### src/rtl/de_port_arbiter.sv
// de_port_arbiter: round-robin arbiter sharing the drawing-engine memory port between ports A and B, with an optional burst lock
module de_port_arbiter #(
  parameter int ADDR_W    = 18,
  parameter int DATA_W    = 32,
  parameter int MAX_BURST = 4
) (
  input  logic              clk,
  input  logic              rst,
  input  logic              a_req,
  input  logic              a_lock,
  input  logic [ADDR_W-1:0] a_addr,
  input  logic [3:0]        a_nbyte,
  input  logic              a_rnw,
  input  logic [DATA_W-1:0] a_wdata,
  output logic              a_ack,
  output logic [DATA_W-1:0] a_rdata,
  output logic              a_gnt,
  input  logic              b_req,
  input  logic              b_lock,
  input  logic [ADDR_W-1:0] b_addr,
  input  logic [3:0]        b_nbyte,
  input  logic              b_rnw,
  input  logic [DATA_W-1:0] b_wdata,
  output logic              b_ack,
  output logic [DATA_W-1:0] b_rdata,
  output logic              b_gnt,
  output logic              de_req,
  input  logic              de_ack,
  output logic [ADDR_W-1:0] de_addr,
  output logic [3:0]        de_nbyte,
  output logic              de_rnw,
  output logic [DATA_W-1:0] de_w_data,
  input  logic [DATA_W-1:0] de_r_data
);
  typedef enum logic [1:0] {ARB, GNT_A, GNT_B} state_t;
  localparam logic [3:0] MAX_B = 4'(MAX_BURST);
  state_t     state_q;
  logic       rr_last_q;
  logic [3:0] burst_cnt_q;
  logic [3:0] cnt_inc;
  logic       own_req;
  logic       own_lock;
  assign a_gnt     = state_q == GNT_A;
  assign b_gnt     = state_q == GNT_B;
  assign own_req   = b_gnt ? b_req : a_req;
  assign own_lock  = b_gnt ? b_lock : a_lock;
  assign cnt_inc   = (&burst_cnt_q) ? burst_cnt_q : burst_cnt_q + 4'd1;
  assign de_req    = (a_gnt | b_gnt) & own_req;
  assign de_addr   = b_gnt ? b_addr : a_addr;
  assign de_nbyte  = b_gnt ? b_nbyte : a_nbyte;
  assign de_rnw    = b_gnt ? b_rnw : a_rnw;
  assign de_w_data = b_gnt ? b_wdata : a_wdata;
  assign a_ack     = a_gnt & de_ack;
  assign b_ack     = b_gnt & de_ack;
  assign a_rdata   = a_gnt ? de_r_data : '0;
  assign b_rdata   = b_gnt ? de_r_data : '0;
  // Ownership FSM: rr_last_q=1 means B was served last, so A wins the next tie
  always_ff @(posedge clk) begin
    if (rst) begin
      state_q     <= ARB;
      rr_last_q   <= 1'b1;
      burst_cnt_q <= '0;
    end else if (state_q == ARB) begin
      burst_cnt_q <= '0;
      if (a_req && (!b_req || rr_last_q)) state_q <= GNT_A;
      else if (b_req) state_q <= GNT_B;
    end else if (de_ack) begin
      burst_cnt_q <= cnt_inc;
      rr_last_q   <= b_gnt;
      if (!(own_lock && cnt_inc < MAX_B)) state_q <= ARB;
    end else if (!own_req && !own_lock) begin
      state_q <= ARB;
    end
  end
endmodule
### config.mk
export PLATFORM = sky130hd
export DESIGN_NAME = de_port_arbiter
export DESIGN_NICKNAME = d
export VERILOG_FILES = /design/src/rtl/de_port_arbiter.sv
export SDC_FILE = /design/constraint.sdc
export NUM_CORES = 1
export LEC_CHECK = 0
export CAP_MARGIN = 30
export CORE_AREA = 8 8 99 101
export DETAILED_ROUTE_END_ITERATION = 10
export DIE_AREA = 0 0 107 109
export PLACE_DENSITY_LB_ADDON = 0.05
export SYNTH_ARGS = -nofsm -noshare
export SYNTH_HDL_FRONTEND = slang
export SYNTH_SLANG_ARGS = --single-unit
### constraint.sdc
create_clock -name clk -period 3.6 [get_ports clk]
set_input_delay 0.72 -clock clk [delete_from_list [all_inputs] [get_ports clk]]
set_output_delay 0.72 -clock clk [all_outputs]
set_load 0.05 [all_outputs]
==> flow_metrics.env, run 1 <==
export IMPL_grt_pass1_wl_um=16000
export IMPL_cts_tree="done"
export IMPL_grt_overflow=0
export IMPL_crit_path_end_kind="primary output"
export IMPL_wl_per_cell_um=20.7
export IMPL_synth_top_area_share_pct=40.0
export IMPL_worst_setup_path_start_kind="flop"
export IMPL_initial_core_util_pct=18.5
export IMPL_maxSlewHeadroom_pct=61.1
export IMPL_met3_usage_pct=6.21
export IMPL_synth_cell_type_count=25
export IMPL_finalSetupViolCount=0
export IMPL_clockRootBuffer="clkbuf_8"
export IMPL_synth_edf_count=0
export IMPL_register_area_um2=140
export IMPL_hold_viol_final=0
export IMPL_drive_above_1_share_pct=15.3
export IMPL_drcViolationCount=0
export IMPL_vdd_drop_max_mv=0.198
export IMPL_dp_hpwl_um=10300
export IMPL_leakagePower_nw=1.66
export IMPL_area_delta_synth_final_pct=188
export IMPL_synthAdderAreaFrac_pct=3.23
export IMPL_rows=34
export IMPL_n_fill_cell=761
export IMPL_power_density_nw_per_um2=332
export IMPL_cp_top_family="buffers and inverters"
export IMPL_vias_per_cell=4.10
export IMPL_synth_cells=185
export IMPL_drt_iter0_drc=40
export IMPL_die_y_um=109
export IMPL_power_mw=1.48
export IMPL_ys_seq_area_share_pct=9.04
export IMPL_fin_worst_skew_ns=0.000551
export IMPL_grt_total_usage_pct=18.1
export IMPL_use_met2_pct=34.7
export IMPL_synth_top_family_by_area="multiplexers"
export IMPL_synth_area_per_cell_um2=8.38
export IMPL_rsz0062_at_grt="false"
export IMPL_synth_area_leader_cell="mux2_2"
export IMPL_path_buf_inv=3
export IMPL_die_w_um=107
export IMPL_synthSimpleGateAreaFrac_pct=33.9
export IMPL_ioPinCount=273
export IMPL_layout_commonest_cell="clkdlybuf4s50_1"
export IMPL_antenna_found_initial=0
export IMPL_finalSetupTns_ns=0
export IMPL_worst_path_max_delay_cell="clkdlybuf4s50_1"
export IMPL_hp_class="flop to flop"
export IMPL_antenna_left=0
export IMPL_crit_start="state_q[0]"
export IMPL_hold_start="rr_last_q"
export IMPL_vias=2298
export IMPL_grt_max_degree=35
export IMPL_wl_um=11600
export IMPL_fin_nets=606
export IMPL_async_flop_share_pct=0
export IMPL_multiInputGateArea_um2=1350
export IMPL_port_buffers=272
export IMPL_cts_buffers=3
export IMPL_grt_pass1_vias=2424
export IMPL_cts_resized=0
export IMPL_firstDrtPassIters=4
export IMPL_syn_area_um2=1550
export IMPL_yosysWarnings=0
export IMPL_grt_busiest_layer="met2"
export IMPL_synth_xor_area_share_pct=1.13
export IMPL_worst_slew_pin_slew_ns=0.582
export IMPL_grt_use_met1_pct=18.9
export IMPL_ys_seq_elements=7
export IMPL_regToRegStartpoint="state_q[0]"
export IMPL_worstPathCellList="inv_1 -> ha_4 -> buf_4 -> mux2_2 -> clkdlybuf4s50_1"
export IMPL_clock_fmax_mhz=317
export IMPL_num_antenna_cells=0
export IMPL_status="finished, final reports clean"
export IMPL_maxCapViolations=0
export IMPL_cts_setup_buffers=0
export IMPL_ys_top_cells_by_area="mux2_2, and2_1, dfxtp_1"
export IMPL_synth_nets=338
export IMPL_crit_required_ns=2.88
export IMPL_crit_arrival_ns=2.43
export IMPL_criticalPathCategory="flop to primary output"
export IMPL_slowest_delay_ns=0.72
export IMPL_synth_compound_area_share_pct=5.17
export IMPL_coreArea_um2=8380
export IMPL_clock_sinks=7
export IMPL_fin_crit_sh_pct=87.6
export IMPL_cts_max_path_buffers=2
export IMPL_insertion_delay_ns=0.22
export IMPL_fin_crit_ns=3.15
export IMPL_gp_congestion=0.754
export IMPL_synth_flop_cell="dfxtp_1"
export IMPL_synth_mux_area_share_pct=42.5
export IMPL_cts_hold_buffers=0
export IMPL_cts_max_level=1
export IMPL_mostFrequentLayoutCells="clkdlybuf4s50_1, and2_1, mux2_2"
export IMPL_finalMaxSlewViolations=0
export IMPL_critPathMaxFanout=22
export IMPL_clk_pin_slew_worst_paths_ns=0.04
export IMPL_die_area_um2=11700
==> cells in the mapped netlist (2+ instances only) <==
| master | number |
|---|---|
| nand2_1 | 2 |
| inv_1 | 4 |
| clkbuf_1 | 6 |
| xor2_1 | 2 |
| nor3_1 | 2 |
| dfxtp_1 | 7 |
| ha_1 | 4 |
| and2_1 | 66 |
| nand3_1 | 3 |
| nor2_1 | 4 |
| mux2_2 | 55 |
| nand2b_1 | 5 |
| mux2i_1 | 4 |
| buf_2 | 8 |
| a21oi_1 | 2 |
| a211oi_2 | 2 |
==> kinds of logic after synthesis <==
kind of cell,count (synthesis)
buf+inv,18
xor+xnor,2
fa+ha+maj,4
simple gates,87
compound gates,8
flops,7
mux,59
==> metal layers <==
layer	wire length (um)	up-vias	part of all wire [%]
met3	1030	6	8.9
met5	0	-	0
li1	-	1163	-
met2	6190	126	54
met1	4260	1003	37
met4	85	0	0.73
==> worst paths after layout <==
check | endpoint | cells past startpoint | slack [ns]
min reg2reg | rr_last_q | 2 | 0.48
max reg2reg | state_q[1] | 6 | 1.83
max | de_w_data[3] | 5 | 0.45
min | rr_last_q | 2 | 0.48
==> worst reg2reg max path, cell delays in order, from the launching register on <==
cell	delay, ns
dfxtp_1	0.30
inv_1	0.14
ha_4	0.37
mux2i_1	0.30
a211oi_2	0.06
a211oi_2	0.31
mux2i_1	0.21
==> flip-flops by register name, indices dropped and copies added (netlist names) <==
| signal | count |
|---|---|
| burst_cnt_q | 4 |
| rr_last_q | 1 |
| state_q | 2 |
==> metrics by stage <==
step,std cells,instance area (um2),hold slack (ns),util (%),worst slack [ns]
final,560,4470,0.476,53.3,0.446
after global routing,560,4470,0.510,53.3,0.315
after CTS,560,4470,0.484,53.3,0.398
after detailed placement,556,4420,0.477,52.7,0.594
after global placement,556,4420,0.463,52.7,0.593
after floorplan,185,1550,0.443,-,0.668
==> area by class of cell <==
cell class / count / share of cell area, %
well taps: 108 / 3.03
flip-flops and latches: 7 / 3.14
multi-input cells: 160 / 30.1
repair buffers: 277 / 62.4
inverters: 4 / 0.336
clock buffers: 4 / 1.01
==> power by group <==
group	switching (mW)	internal, mW
registers	0.00547	0.0850
logic	0.753	0.529
clock network	0.0315	0.0764
total	0.790	0.691
No activity file was read; power rests on OpenSTA's default activity.
==> inputs of run 2 (changes only) <==
--- a/config.mk
+++ b/config.mk
@@ -5,8 +5,9 @@
 export SDC_FILE = /design/constraint.sdc
 export NUM_CORES = 1
 export LEC_CHECK = 0
-export CAP_MARGIN = 30
+export CAP_MARGIN = 20
 export CORE_AREA = 8 8 99 101
+export CTS_BUF_LIST = sky130_fd_sc_hd__clkbuf_8
 export DETAILED_ROUTE_END_ITERATION = 10
 export DIE_AREA = 0 0 107 109
 export PLACE_DENSITY_LB_ADDON = 0.05
==> flow_metrics.env, run 2 (synthesized netlist as in run 1, its figures left out) <==
export IMPL_clock_sinks=7
export IMPL_holdPathStages=2
export IMPL_clock_fmax_mhz=317
export IMPL_die_area_um2=11700
export IMPL_crit_required_ns=2.88
export IMPL_ioPinCount=273
export IMPL_hold_start="rr_last_q"
export IMPL_antenna_left=0
export IMPL_fin_nets=606
export IMPL_initial_core_util_pct=18.5
export IMPL_wl_per_cell_um=20.7
export IMPL_power_density_nw_per_um2=331
export IMPL_mostFrequentLayoutCells="clkdlybuf4s50_1, and2_1, mux2_2"
export IMPL_cts_hold_buffers=0
export IMPL_rsz0062_at_grt="false"
export IMPL_post_place_ws_ns=0.594
export IMPL_path_buf_inv=3
export IMPL_rows=34
export IMPL_register_area_um2=140
export IMPL_cp_top_family="buffers and inverters"
export IMPL_slowest_delay_ns=0.72
export IMPL_hold_viol_final=0
export IMPL_regToRegStartpoint="state_q[0]"
export IMPL_finalSetupTns_ns=0
export IMPL_ff2ff_path_depth=6
export IMPL_cts_max_level=1
export IMPL_cts_max_path_buffers=2
export IMPL_clockRootBuffer="clkbuf_8"
export IMPL_coreArea_um2=8380
export IMPL_drt_iter0_drc=43
export IMPL_grt_total_usage_pct=18.1
export IMPL_wl_um=11600
export IMPL_firstDrtPassIters=4
export IMPL_cts_resized=0
export IMPL_die_y_um=109
export IMPL_hold_path_end="rr_last_q"
export IMPL_antenna_found_initial=0
export IMPL_multiInputGateArea_um2=1350
export IMPL_ff2ff_setup_slack_ns=1.83
export IMPL_area_delta_synth_final_pct=188
export IMPL_maxCapViolations=0
export IMPL_grt_max_degree=35
export IMPL_insertion_delay_ns=0.22
export IMPL_worst_setup_path_start_kind="flop"
export IMPL_cts_tree="done"
export IMPL_hp_class="flop to flop"
export IMPL_finalWorstSetupSlack_ns=0.446
export IMPL_reg_top3="burst_cnt_q: 4 flops, state_q: 2 flops, rr_last_q: 1 flops"
export IMPL_worst_path_max_delay_cell="clkdlybuf4s50_1"
export IMPL_maxSlewHeadroom_pct=61.1
export IMPL_grt_pass1_vias=2424
export IMPL_leakagePower_nw=1.67
export IMPL_finalSetupViolCount=0
export IMPL_fin_crit_sh_pct=87.6
export IMPL_n_fill_cell=761
export IMPL_worstPathCellList="inv_1 -> ha_4 -> buf_4 -> mux2_2 -> clkdlybuf4s50_1"
export IMPL_crit_path_end_kind="primary output"
export IMPL_finalMaxSlewViolations=0
export IMPL_drive_above_1_share_pct=15.3
export IMPL_die_w_um=107
export IMPL_vias_per_cell=4.11
export IMPL_fin_worst_skew_ns=0.00135
export IMPL_dp_hpwl_um=10300
export IMPL_cts_setup_buffers=0
export IMPL_fin_crit_ns=3.15
export IMPL_grt_overflow=0
export IMPL_critPathMaxFanout=22
export IMPL_r2r_end="state_q[1]"
export IMPL_port_buffers=272
export IMPL_largest_reg_flops=4
export IMPL_clk_pin_slew_worst_paths_ns=0.04
export IMPL_fin_cells=560
export IMPL_status="finished, final reports clean"
export IMPL_criticalPathCategory="flop to primary output"
export IMPL_num_antenna_cells=0
export IMPL_drcViolationCount=0
export IMPL_vias=2301
export IMPL_cts_buffers=3
export IMPL_placed_cells=556
export IMPL_gp_congestion=0.754
export IMPL_worst_slew_pin_slew_ns=0.582
export IMPL_crit_arrival_ns=2.43
export IMPL_top_register="burst_cnt_q"
export IMPL_layout_commonest_cell="clkdlybuf4s50_1"
export IMPL_vdd_drop_max_mv=0.198
export IMPL_grt_pass1_wl_um=16000
## run 2: changes by cell type in the layout (fill, tap and decap cells not counted)
cell      change
inv_1         +1
clkbuf_1      -1
## run 2: per-stage QoR
step | area, um2 | hold slack, ns | total power [mW] | util, %
2_1_floorplan | 1550 | 0.443 | 0.869 | -
3_3_place_gp | 4420 | 0.463 | 1.39 | 52.7
3_5_place_dp | 4420 | 0.477 | 1.38 | 52.7
4_1_cts | 4470 | 0.484 | 1.50 | 53.3
5_1_grt | 4470 | 0.510 | 1.55 | 53.3
6_report | 4470 | 0.476 | 1.48 | 53.3
## run 2: where the power goes
group | internal, mW | leakage [nW] | total, mW | switching (mW)
registers | 0.0850 | 0.0571 | 0.0905 | 0.00549
logic | 0.529 | 1.58 | 1.28 | 0.753
clock network | 0.0735 | 0.0269 | 0.106 | 0.0320
## run 2: how the worst max path moves through the flow
stage                          start            to  slack, ns  cells past startpoint
after global routing      state_q[0]  de_w_data[3]       0.31                      5
after CTS                 state_q[0]  de_w_data[3]       0.40                      5
after floorplan           state_q[0]        de_req       0.67                      6
final                     state_q[0]  de_w_data[3]       0.45                      5
after detailed placement       b_req        de_req       0.59                      4
after global placement        de_ack         a_ack       0.59                      4
## run 2: layout make-up
class	instances	area share (%)
clock inverter	1	0.0841
multi-input combinational	160	30.1
sequential	7	3.14
tap	108	3.03
clock buffer	3	0.925
timing repair buffer	277	62.4
inverter	4	0.336
## run 2: metal layers
layer  vias up  part of all wire (%)  global-route usage [%]
met3         6                   8.9                    6.21
met5         -                     0                       0
met4         0                  0.73                    3.02
met1      1006                    37                    18.9
li1       1163                     -                       -
met2       126                    54                    34.7
## run 2: worst reg2reg max path: cells and delay by family, from the launching register on
kind / cells / cell delay (ns)
compound gates: 2 / 0.37
fa+ha+maj: 1 / 0.37
buf+inv: 1 / 0.14
flops: 1 / 0.30
mux: 2 / 0.51
==> inputs of run 3 (changes only) <==
--- a/config.mk
+++ b/config.mk
@@ -14,3 +14,4 @@
 export SYNTH_ARGS = -nofsm -noshare
 export SYNTH_HDL_FRONTEND = slang
 export SYNTH_SLANG_ARGS = --single-unit
+export TNS_END_PERCENT = 50
==> results of run 3 <==
Same layout as run 2: the final DEF is identical, and so are final timing and power.
